File: config.mk
export PLATFORM = sky130hd
export DESIGN_NAME = pci_rr_arbiter_flat
export DESIGN_NICKNAME = d
export VERILOG_FILES = /design/src/rtl/pci_arb_pkg.sv /design/src/rtl/pci_rr_arbiter_if.sv /design/src/rtl/pci_arb_rr_pick.sv /design/src/rtl/pci_rr_arbiter.sv /design/src/flat_wrapper.sv
export SDC_FILE = /design/constraint.sdc
export NUM_CORES = 1
export LEC_CHECK = 0
export ABC_AREA = 1
export CORE_MARGIN = 3
export CORE_UTILIZATION = 50
export CTS_CLUSTER_DIAMETER = 100
export DETAILED_ROUTE_END_ITERATION = 8
export DONT_BUFFER_PORTS = 1
export PLACE_DENSITY = 0.68
export REMOVE_ABC_BUFFERS = 1
export SLEW_MARGIN = 20
export SYNTH_ARGS = -nofsm -noshare
export SYNTH_HDL_FRONTEND = slang
export SYNTH_SLANG_ARGS = --single-unit
File: constraint.sdc
create_clock -name pci_clk -period 1.75 [get_ports pci_clk]
set_clock_uncertainty 0.05 [all_clocks]
set_input_delay 0.175 -clock pci_clk [delete_from_list [all_inputs] [get_ports pci_clk]]
set_output_delay 0.175 -clock pci_clk [all_outputs]
set_load 0.01 [all_outputs]
File: src/rtl/pci_arb_pkg.sv
// ---------------------------------------------------------------------------
// pci_arb_pkg
// Shared types and constants for the central PCI round-robin arbiter.
//   arb_state_t      : arbiter FSM state (GAP = all GNT# high, GNT = one owner)
//   MAX_REQ          : largest number of requesters the arbiter supports
//   DEF_IDLE_TIMEOUT : default idle-grant timeout in bus clocks
//   owner_t          : requester index type
//   rr_wrap()        : (base + offset) modulo n, for pointer arithmetic
// ---------------------------------------------------------------------------
package pci_arb_pkg;

  typedef enum logic {GAP, GNT} arb_state_t;

  localparam int MAX_REQ          = 4;
  localparam int DEF_IDLE_TIMEOUT = 16;

  typedef logic [$clog2(MAX_REQ)-1:0] owner_t;

  // Offsets never exceed n, so a single conditional subtract is enough.
  function automatic owner_t rr_wrap(input owner_t base, input int offset, input int n);
    int sum;
    sum = int'(base) + offset;
    if (sum >= n) sum = sum - n;
    return owner_t'(sum);
  endfunction

endpackage

File: src/rtl/pci_rr_arbiter_if.sv
// ---------------------------------------------------------------------------
// pci_rr_arbiter_if
// Bus-side signal bundle between the PCI masters/backplane and the arbiter.
//   arb_en      : 1 = arbitrate, 0 = park all GNT# high after the current GAP
//   pci_req_n   : raw REQ# pins, active-low, one per requester
//   pci_frame_n : raw FRAME# pin
//   pci_irdy_n  : raw IRDY# pin
//   pci_gnt_n   : registered GNT#, active-low, at most one bit low
//   owner       : index of the current or last grantee
//   owner_vld   : 1 while a GNT# bit is low
//   bus_idle    : registered FRAME# and IRDY# both high
// Modports: master = backplane/masters side, slave = arbiter side.
// ---------------------------------------------------------------------------
interface pci_rr_arbiter_if import pci_arb_pkg::*; #(
  parameter int NUM_REQ = 4
) ();

  logic               arb_en;
  logic [NUM_REQ-1:0] pci_req_n;
  logic               pci_frame_n;
  logic               pci_irdy_n;
  logic [NUM_REQ-1:0] pci_gnt_n;
  owner_t             owner;
  logic               owner_vld;
  logic               bus_idle;

  modport master (
    output arb_en, pci_req_n, pci_frame_n, pci_irdy_n,
    input  pci_gnt_n, owner, owner_vld, bus_idle
  );

  modport slave (
    input  arb_en, pci_req_n, pci_frame_n, pci_irdy_n,
    output pci_gnt_n, owner, owner_vld, bus_idle
  );

endinterface

File: src/rtl/pci_arb_rr_pick.sv
// ---------------------------------------------------------------------------
// pci_arb_rr_pick
// Combinational round-robin picker. Scans the pending vector starting at ptr
// and moving upward, wrapping at NUM_REQ.
//   req : pending requests, active-high, NUM_REQ bits
//   ptr : index at which the scan starts
//   idx : first pending index found (ptr when nothing is pending)
//   any : 1 when at least one request is pending
// ---------------------------------------------------------------------------
module pci_arb_rr_pick import pci_arb_pkg::*; #(
  parameter int NUM_REQ = 4
) (
  input  logic [NUM_REQ-1:0] req,
  input  owner_t             ptr,
  output owner_t             idx,
  output logic               any
);

  owner_t cand;

  // Outer loop walks scan priority, inner loop matches the candidate index
  // against constant bit positions so no variable bit-select is needed.
  always_comb begin
    idx  = ptr;
    any  = 1'b0;
    cand = ptr;
    for (int k = 0; k < NUM_REQ; k++) begin
      cand = rr_wrap(ptr, k, NUM_REQ);
      for (int i = 0; i < NUM_REQ; i++) begin
        if (!any && req[i] && (owner_t'(i) == cand)) begin
          idx = owner_t'(i);
          any = 1'b1;
        end
      end
    end
  end

endmodule

File: src/rtl/pci_rr_arbiter.sv
// ---------------------------------------------------------------------------
// pci_rr_arbiter
// Central PCI bus arbiter for up to four masters: round-robin fairness, bus
// parking, idle-grant timeout and one all-high GNT# cycle between owners.
// REQ#, FRAME# and IRDY# are registered once; GNT# reacts 2 clocks after REQ#.
//   pci_clk : PCI clock, rising edge only
//   pci_rst : synchronous reset, active-high
//   bus     : pci_rr_arbiter_if.slave (arb_en, REQ#/FRAME#/IRDY# in;
//             GNT#, owner, owner_vld, bus_idle out)
// Parameters: NUM_REQ (2..4), PARK_ID, IDLE_TIMEOUT.
// Optional build macro: PCI_ARB_HOSTPRIO_EN - requester 0 wins every GAP pick
// it takes part in; undefined gives pure round-robin.
// ---------------------------------------------------------------------------
module pci_rr_arbiter import pci_arb_pkg::*; #(
  parameter int NUM_REQ      = 4,
  parameter int PARK_ID      = 0,
  parameter int IDLE_TIMEOUT = DEF_IDLE_TIMEOUT
) (
  input logic              pci_clk,
  input logic              pci_rst,
  pci_rr_arbiter_if.slave  bus
);

  localparam int     CNT_W = $clog2(IDLE_TIMEOUT + 1);
  localparam owner_t PARK  = owner_t'(PARK_ID);

  logic [NUM_REQ-1:0] req_q;
  logic               frame_q;
  logic               irdy_q;
  arb_state_t         state_q, state_d;
  owner_t             owner_q, owner_d;
  owner_t             rr_ptr_q, rr_ptr_d;
  logic               started_q, started_d;
  logic [CNT_W-1:0]   idle_cnt_q, idle_cnt_d;
  logic [NUM_REQ-1:0] gnt_n_q, gnt_n_d;
  logic               owner_vld_q;

  logic [NUM_REQ-1:0] pend;
  logic [NUM_REQ-1:0] others;
  logic               owner_pend;
  logic               other_any;
  logic               bus_idle_q;
  owner_t             pick_idx;
  logic               pick_any;
  logic               idle_inc;
  logic               timeout;
  logic               release_gnt;

  assign pend       = ~req_q;
  assign bus_idle_q = frame_q & irdy_q;
  assign other_any  = |others;

  pci_arb_rr_pick #(.NUM_REQ(NUM_REQ)) u_pick (
    .req (pend),
    .ptr (rr_ptr_q),
    .idx (pick_idx),
    .any (pick_any)
  );

  // Split pending requests into the owner's own request and everybody else.
  always_comb begin
    others     = '0;
    owner_pend = 1'b0;
    for (int i = 0; i < NUM_REQ; i++) begin
      if (owner_t'(i) == owner_q) owner_pend = pend[i];
      else                        others[i]  = pend[i];
    end
  end

  // Next-state logic. The GNT# vector is derived from the next state so the
  // pins come straight from flops and reflect the decision one clock later.
  always_comb begin
    state_d     = state_q;
    owner_d     = owner_q;
    rr_ptr_d    = rr_ptr_q;
    started_d   = started_q;
    idle_cnt_d  = idle_cnt_q;
    idle_inc    = 1'b0;
    timeout     = 1'b0;
    release_gnt = 1'b0;
    case (state_q)
      GAP: begin
        // With nothing pending owner_d keeps the last owner: bus parking.
        if (bus.arb_en) begin
          state_d = GNT;
`ifdef PCI_ARB_HOSTPRIO_EN
          if (pend[0])       owner_d = '0;
          else if (pick_any) owner_d = pick_idx;
`else
          if (pick_any)      owner_d = pick_idx;
`endif
        end
      end
      GNT: begin
        // A pending req 0 already counts as "another request", so host
        // priority needs nothing extra here to force the release.
        idle_inc    = bus_idle_q && !started_q && other_any;
        timeout     = idle_inc && (idle_cnt_q == CNT_W'(IDLE_TIMEOUT - 1));
        release_gnt = (other_any && started_q) || timeout ||
                      (!owner_pend && other_any) || !bus.arb_en;
        if (release_gnt) begin
          state_d    = GAP;
          rr_ptr_d   = rr_wrap(owner_q, 1, NUM_REQ);
          started_d  = 1'b0;
          idle_cnt_d = '0;
        end else begin
          if (!frame_q) started_d = 1'b1;
          idle_cnt_d = idle_inc ? idle_cnt_q + CNT_W'(1) : '0;
        end
      end
      default: state_d = GAP;
    endcase
  end

  always_comb begin
    gnt_n_d = '1;
    if (state_d == GNT) begin
      for (int i = 0; i < NUM_REQ; i++) begin
        if (owner_t'(i) == owner_d) gnt_n_d[i] = 1'b0;
      end
    end
  end

  always_ff @(posedge pci_clk) begin
    if (pci_rst) begin
      req_q       <= '1;
      frame_q     <= 1'b1;
      irdy_q      <= 1'b1;
      state_q     <= GAP;
      owner_q     <= PARK;
      rr_ptr_q    <= PARK;
      started_q   <= 1'b0;
      idle_cnt_q  <= '0;
      gnt_n_q     <= '1;
      owner_vld_q <= 1'b0;
    end else begin
      req_q       <= bus.pci_req_n;
      frame_q     <= bus.pci_frame_n;
      irdy_q      <= bus.pci_irdy_n;
      state_q     <= state_d;
      owner_q     <= owner_d;
      rr_ptr_q    <= rr_ptr_d;
      started_q   <= started_d;
      idle_cnt_q  <= idle_cnt_d;
      gnt_n_q     <= gnt_n_d;
      owner_vld_q <= (state_d == GNT);
    end
  end

  assign bus.pci_gnt_n = gnt_n_q;
  assign bus.owner     = owner_q;
  assign bus.owner_vld = owner_vld_q;
  assign bus.bus_idle  = bus_idle_q;

endmodule
File: src/flat_wrapper.sv
// flat-port wrapper written by rule: the top's interface ports become plain ports
module pci_rr_arbiter_flat import pci_arb_pkg::*;
#(
  parameter int NUM_REQ      = 4,
  parameter int PARK_ID      = 0,
  parameter int IDLE_TIMEOUT = DEF_IDLE_TIMEOUT
)
  (pci_clk, pci_rst, bus_arb_en, bus_pci_req_n, bus_pci_frame_n, bus_pci_irdy_n, bus_pci_gnt_n, bus_owner, bus_owner_vld, bus_bus_idle);
  pci_rr_arbiter_if #(.NUM_REQ(NUM_REQ)) bus_i ();
  input logic pci_clk;
  input logic pci_rst;
  input wire logic [$bits(bus_i.arb_en)-1:0] bus_arb_en;
  input wire logic [$bits(bus_i.pci_req_n)-1:0] bus_pci_req_n;
  input wire logic [$bits(bus_i.pci_frame_n)-1:0] bus_pci_frame_n;
  input wire logic [$bits(bus_i.pci_irdy_n)-1:0] bus_pci_irdy_n;
  output wire logic [$bits(bus_i.pci_gnt_n)-1:0] bus_pci_gnt_n;
  output wire logic [$bits(bus_i.owner)-1:0] bus_owner;
  output wire logic [$bits(bus_i.owner_vld)-1:0] bus_owner_vld;
  output wire logic [$bits(bus_i.bus_idle)-1:0] bus_bus_idle;
  assign bus_i.arb_en = bus_arb_en;
  assign bus_i.pci_req_n = bus_pci_req_n;
  assign bus_i.pci_frame_n = bus_pci_frame_n;
  assign bus_i.pci_irdy_n = bus_pci_irdy_n;
  assign bus_pci_gnt_n = bus_i.pci_gnt_n;
  assign bus_owner = bus_i.owner;
  assign bus_owner_vld = bus_i.owner_vld;
  assign bus_bus_idle = bus_i.bus_idle;
  pci_rr_arbiter #(.NUM_REQ(NUM_REQ), .PARK_ID(PARK_ID), .IDLE_TIMEOUT(IDLE_TIMEOUT)) u_core (.pci_clk(pci_clk), .pci_rst(pci_rst), .bus(bus_i));
endmodule
==> results by group <==
Pwr
  • Leak Pwr: 0.8440 nW
  • P per Cell Area: 712.6 nW/um^2
  • Peak supply drop: 0.6894 mV

Critical path
  • CP Cell Sequence: buf_6 -> nand3_4 -> nand2_4 -> nor2_8 -> nand4_4 -> nor2_4 -> nand4_2 -> nor2_2 -> nand4_1 -> nand2_2 -> nand2_2 -> o21ai_2 -> nor2_1
  • CP startpoint kind: register
  • Slowest stage delay, CP: 0.39 ns
  • Crit path kind: reg -> reg
  • CP required: 1.90 ns
  • Crit path arrival time: 2.09 ns
  • CP dominant cell by count: nand2_2
  • Largest fanout on the critical path: 6
  • Critical path capture point type: register
  • Slowest cell on the critical path: dfxtp_4

Floorplanning
  • I/O pin count: 17
  • Rows: 17
  • Core area: 2361 um^2
  • Die Y: 57.31 um
  • Die X: 57.31 um
  • Die area: 3284 um^2
  • Starting Density: 55.75%

Detailed routing
  • Via count: 1428
  • Starting DRT DRC Count: 85
  • Post-detailed-route count of antenna-violating nets: 0
  • Vias per std cell: 5.471
  • WL final: 3684 um
  • Post-route DRC: 0
  • Wire per inst: 14.11 um
  • Drt first pass iters: 5

Timing
  • Max-slew violation count: 0
  • Setup slack after layout: -0.1921 ns
  • Post-route minimum period: 1.942 ns
  • Slew @ Worst Pin: 0.4220 ns
  • Hold WS: 0.1064 ns
  • RSZ-0062 raised after global routing: true
  • Final hold violations: 0
  • Tcrit/Tclk final: 111.0%
  • Final Setup Violations: 13
  • Slew headroom: 71.78%
  • Fmax: 514.9 MHz

Clock tree
  • H-tree depth: 1
  • CTS tree: built
  • Clk Latency, worst-skew pair: 0.32 ns
  • CTS Root Cell: clkbuf_4
  • Max clock buf depth: 2
  • CTS clk-pin slew, worst paths: 0.12 ns
  • Cts bufs inserted: 3
  • Num Clock Sinks: 21

Synth
  • Leading area contributor after synthesis: dfxtp_1
  • Async SR Flop Fraction: 0%
  • Synthesized area: 1316 um^2
  • Post-Synthesis Cells: 184
  • Synth cell types: 33
  • Share of the synthesized area in the top cell type: 31.94%
  • Main flop type after synthesis: dfxtp_1
  • Dominant cells by area after synthesis: dfxtp_1 32%, nand2_1 11%, nand3_1 6.8%
  • Synth warn: 0
  • Post-synth EDFFs: 0
  • Post-Synthesis Mean Instance Area: 7.154 um^2
  • Post-synthesis sequential element count: 21
  • Sequential fraction of the synthesis area: 31.94%

Global routing
  • GRT overflow: 0
  • Global Route Usage Sum: 24.73%
  • Via count of the first global-routing pass: 1464
  • Largest net degree at the start of global routing: 14
  • Antenna violations before repair: 0
  • First-pass GRT wire length: 6368 um

Final layout
  • Nets@finish: 249
  • Cell area after layout: 1878 um^2
  • Final Non-Filler Cells: 261
  • Layout fillers: 159
  • Diode count: 0
  • Area Growth Syn to Fin: 42.68%
  • Fraction of layout cells with a size suffix above 1: 43.35%

Placement
  • Post-DP HPWL: 2480 um
  • Gp weighted congestion: 0.8429
  • Pre-CTS worst setup slack: -0.3560 ns
  • Post-DP Area: 1535 um^2
  • Port Buffer Count: 0
  • Placed instance count: 237

Run
  • Max Cap Viol: 0

Run status
  • Failing checks: negative setup slack
  • Status: complete, but fails checks

Hold path
  • Worst Hold Class: in -> reg
-- worst max-delay path: cells and delay by family, from the launching register on --
kind	cells	cell delay, ns
flip-flops	1	0.39
buffers and inverters	1	0.13
AND/OR/NAND/NOR	11	1.19
AO/OA/AOI/OAI	1	0.08
-- per-layer routing --
layer | up-vias | wire length [um] | global-route usage, %
li1 | 705 | - | -
met1 | 651 | 1475 | 28.77
met2 | 55 | 1833 | 41.27
met3 | 17 | 208 | 4.977
met4 | 0 | 166 | 15.56
met5 | - | 0 | 0
-- metrics by stage --
step / setup TNS, ns / power, mW / utilization, %
CTS: -1.092 / 1.322 / 78.96
floorplan: -1.387 / 0.8333 / -
global placement: -2.032 / 0.9790 / 65.02
finish: -1.619 / 1.338 / 79.54
detailed placement: -3.166 / 0.9943 / 65.02
global route: -3.691 / 1.421 / 79.54
-- path summary, 6_finish.rpt --
| kind | slack, ns | cells after the start | to | from |
|---|---|---|---|---|
| setup / recovery | -0.19 | 13 | u_core.bus.owner[0] | u_core.rr_ptr_q[1] |
| hold / removal | 0.11 | 4 | u_core.idle_cnt_q[2] | bus_arb_en |
| setup reg to reg | -0.19 | 13 | u_core.bus.owner[0] | u_core.rr_ptr_q[1] |
| hold reg to reg | 0.44 | 2 | u_core.idle_cnt_q[3] | u_core.idle_cnt_q[3] |
-- kinds of logic after synthesis --
kind of cell / synth area share (%)
adders and majority gates: 5.703
and+or+nand+nor: 40.97
buffers and inverters: 9.410
AOI/OAI and AO/OA: 11.31
xor gates and xnor gates: 0.6655
DFF: 31.94
-- power breakdown --
part,leakage [nW],total [mW],switching (mW),internal [mW]
clock network,0.0150,0.239,0.149,0.0892
logic,0.654,0.552,0.300,0.251
registers,0.175,0.548,0.0364,0.512
-- cells in the mapped netlist (2+ instances only) --
cell type,instances
or2_2,7
a21oi_1,13
nand2_2,3
buf_6,2
nand2_4,2
nor2_1,17
o21ai_0,5
nor2_4,2
nand3_1,18
inv_1,20
nand4_1,7
nand2_1,38
o21a_1,2
ha_1,6
dfxtp_1,21
inv_2,3
nor2_2,2
-- cell usage in the layout (no fill, tap or decap), types with 2 or more instances in the layout --
cell type / count
dlygate4sd3_1: 8
or2_2: 7
nand2_2: 7
nand2_4: 3
nand3_1: 14
a21oi_1: 12
buf_4: 39
nand4_1: 7
o21ai_1: 3
dfxtp_4: 2
inv_2: 7
dfxtp_2: 3
ha_4: 2
o21a_1: 2
o21ai_0: 3
ha_2: 3
nor2_2: 5
clkbuf_4: 3
nand2_1: 33
nor2_1: 12
inv_1: 16
nor2_4: 4
buf_6: 2
dfxtp_1: 16
nand3_2: 4
-- registers in the layout, summed over array words and instances, names as in the netlist --
| signal | flops |
|---|---|
| u_core.req_q | 4 |
| u_core.frame_q | 1 |
| u_core.started_q | 1 |
| u_core.rr_ptr_q | 2 |
| u_core.state_q | 1 |
| u_core.idle_cnt_q | 5 |
| u_core.bus.owner | 2 |
| u_core.bus.pci_gnt_n | 4 |
| u_core.irdy_q | 1 |
-- area by class of cell --
| cell class | count | area (um^2) | share of cell area [%] |
|---|---|---|---|
| Timing Repair Buffer | 49 | 395.4 | 21.05 |
| Clock buffer | 4 | 26.28 | 1.399 |
| Sequential cell | 21 | 431.7 | 22.98 |
| Multi-Input combinational cell | 135 | 899.6 | 47.90 |
| Tap cell | 28 | 35.03 | 1.865 |
| Inverter | 24 | 90.09 | 4.797 |
-- repair_timing --
action                     4_1_cts  5_1_grt
resized for setup               42        3
pin swaps                       25        2
hold endpoints to repair        13        0
hold buffers                     8        0
setup buffers                   12        0
setup endpoints to repair       15       15
No activity file was read; power rests on OpenSTA's default activity.
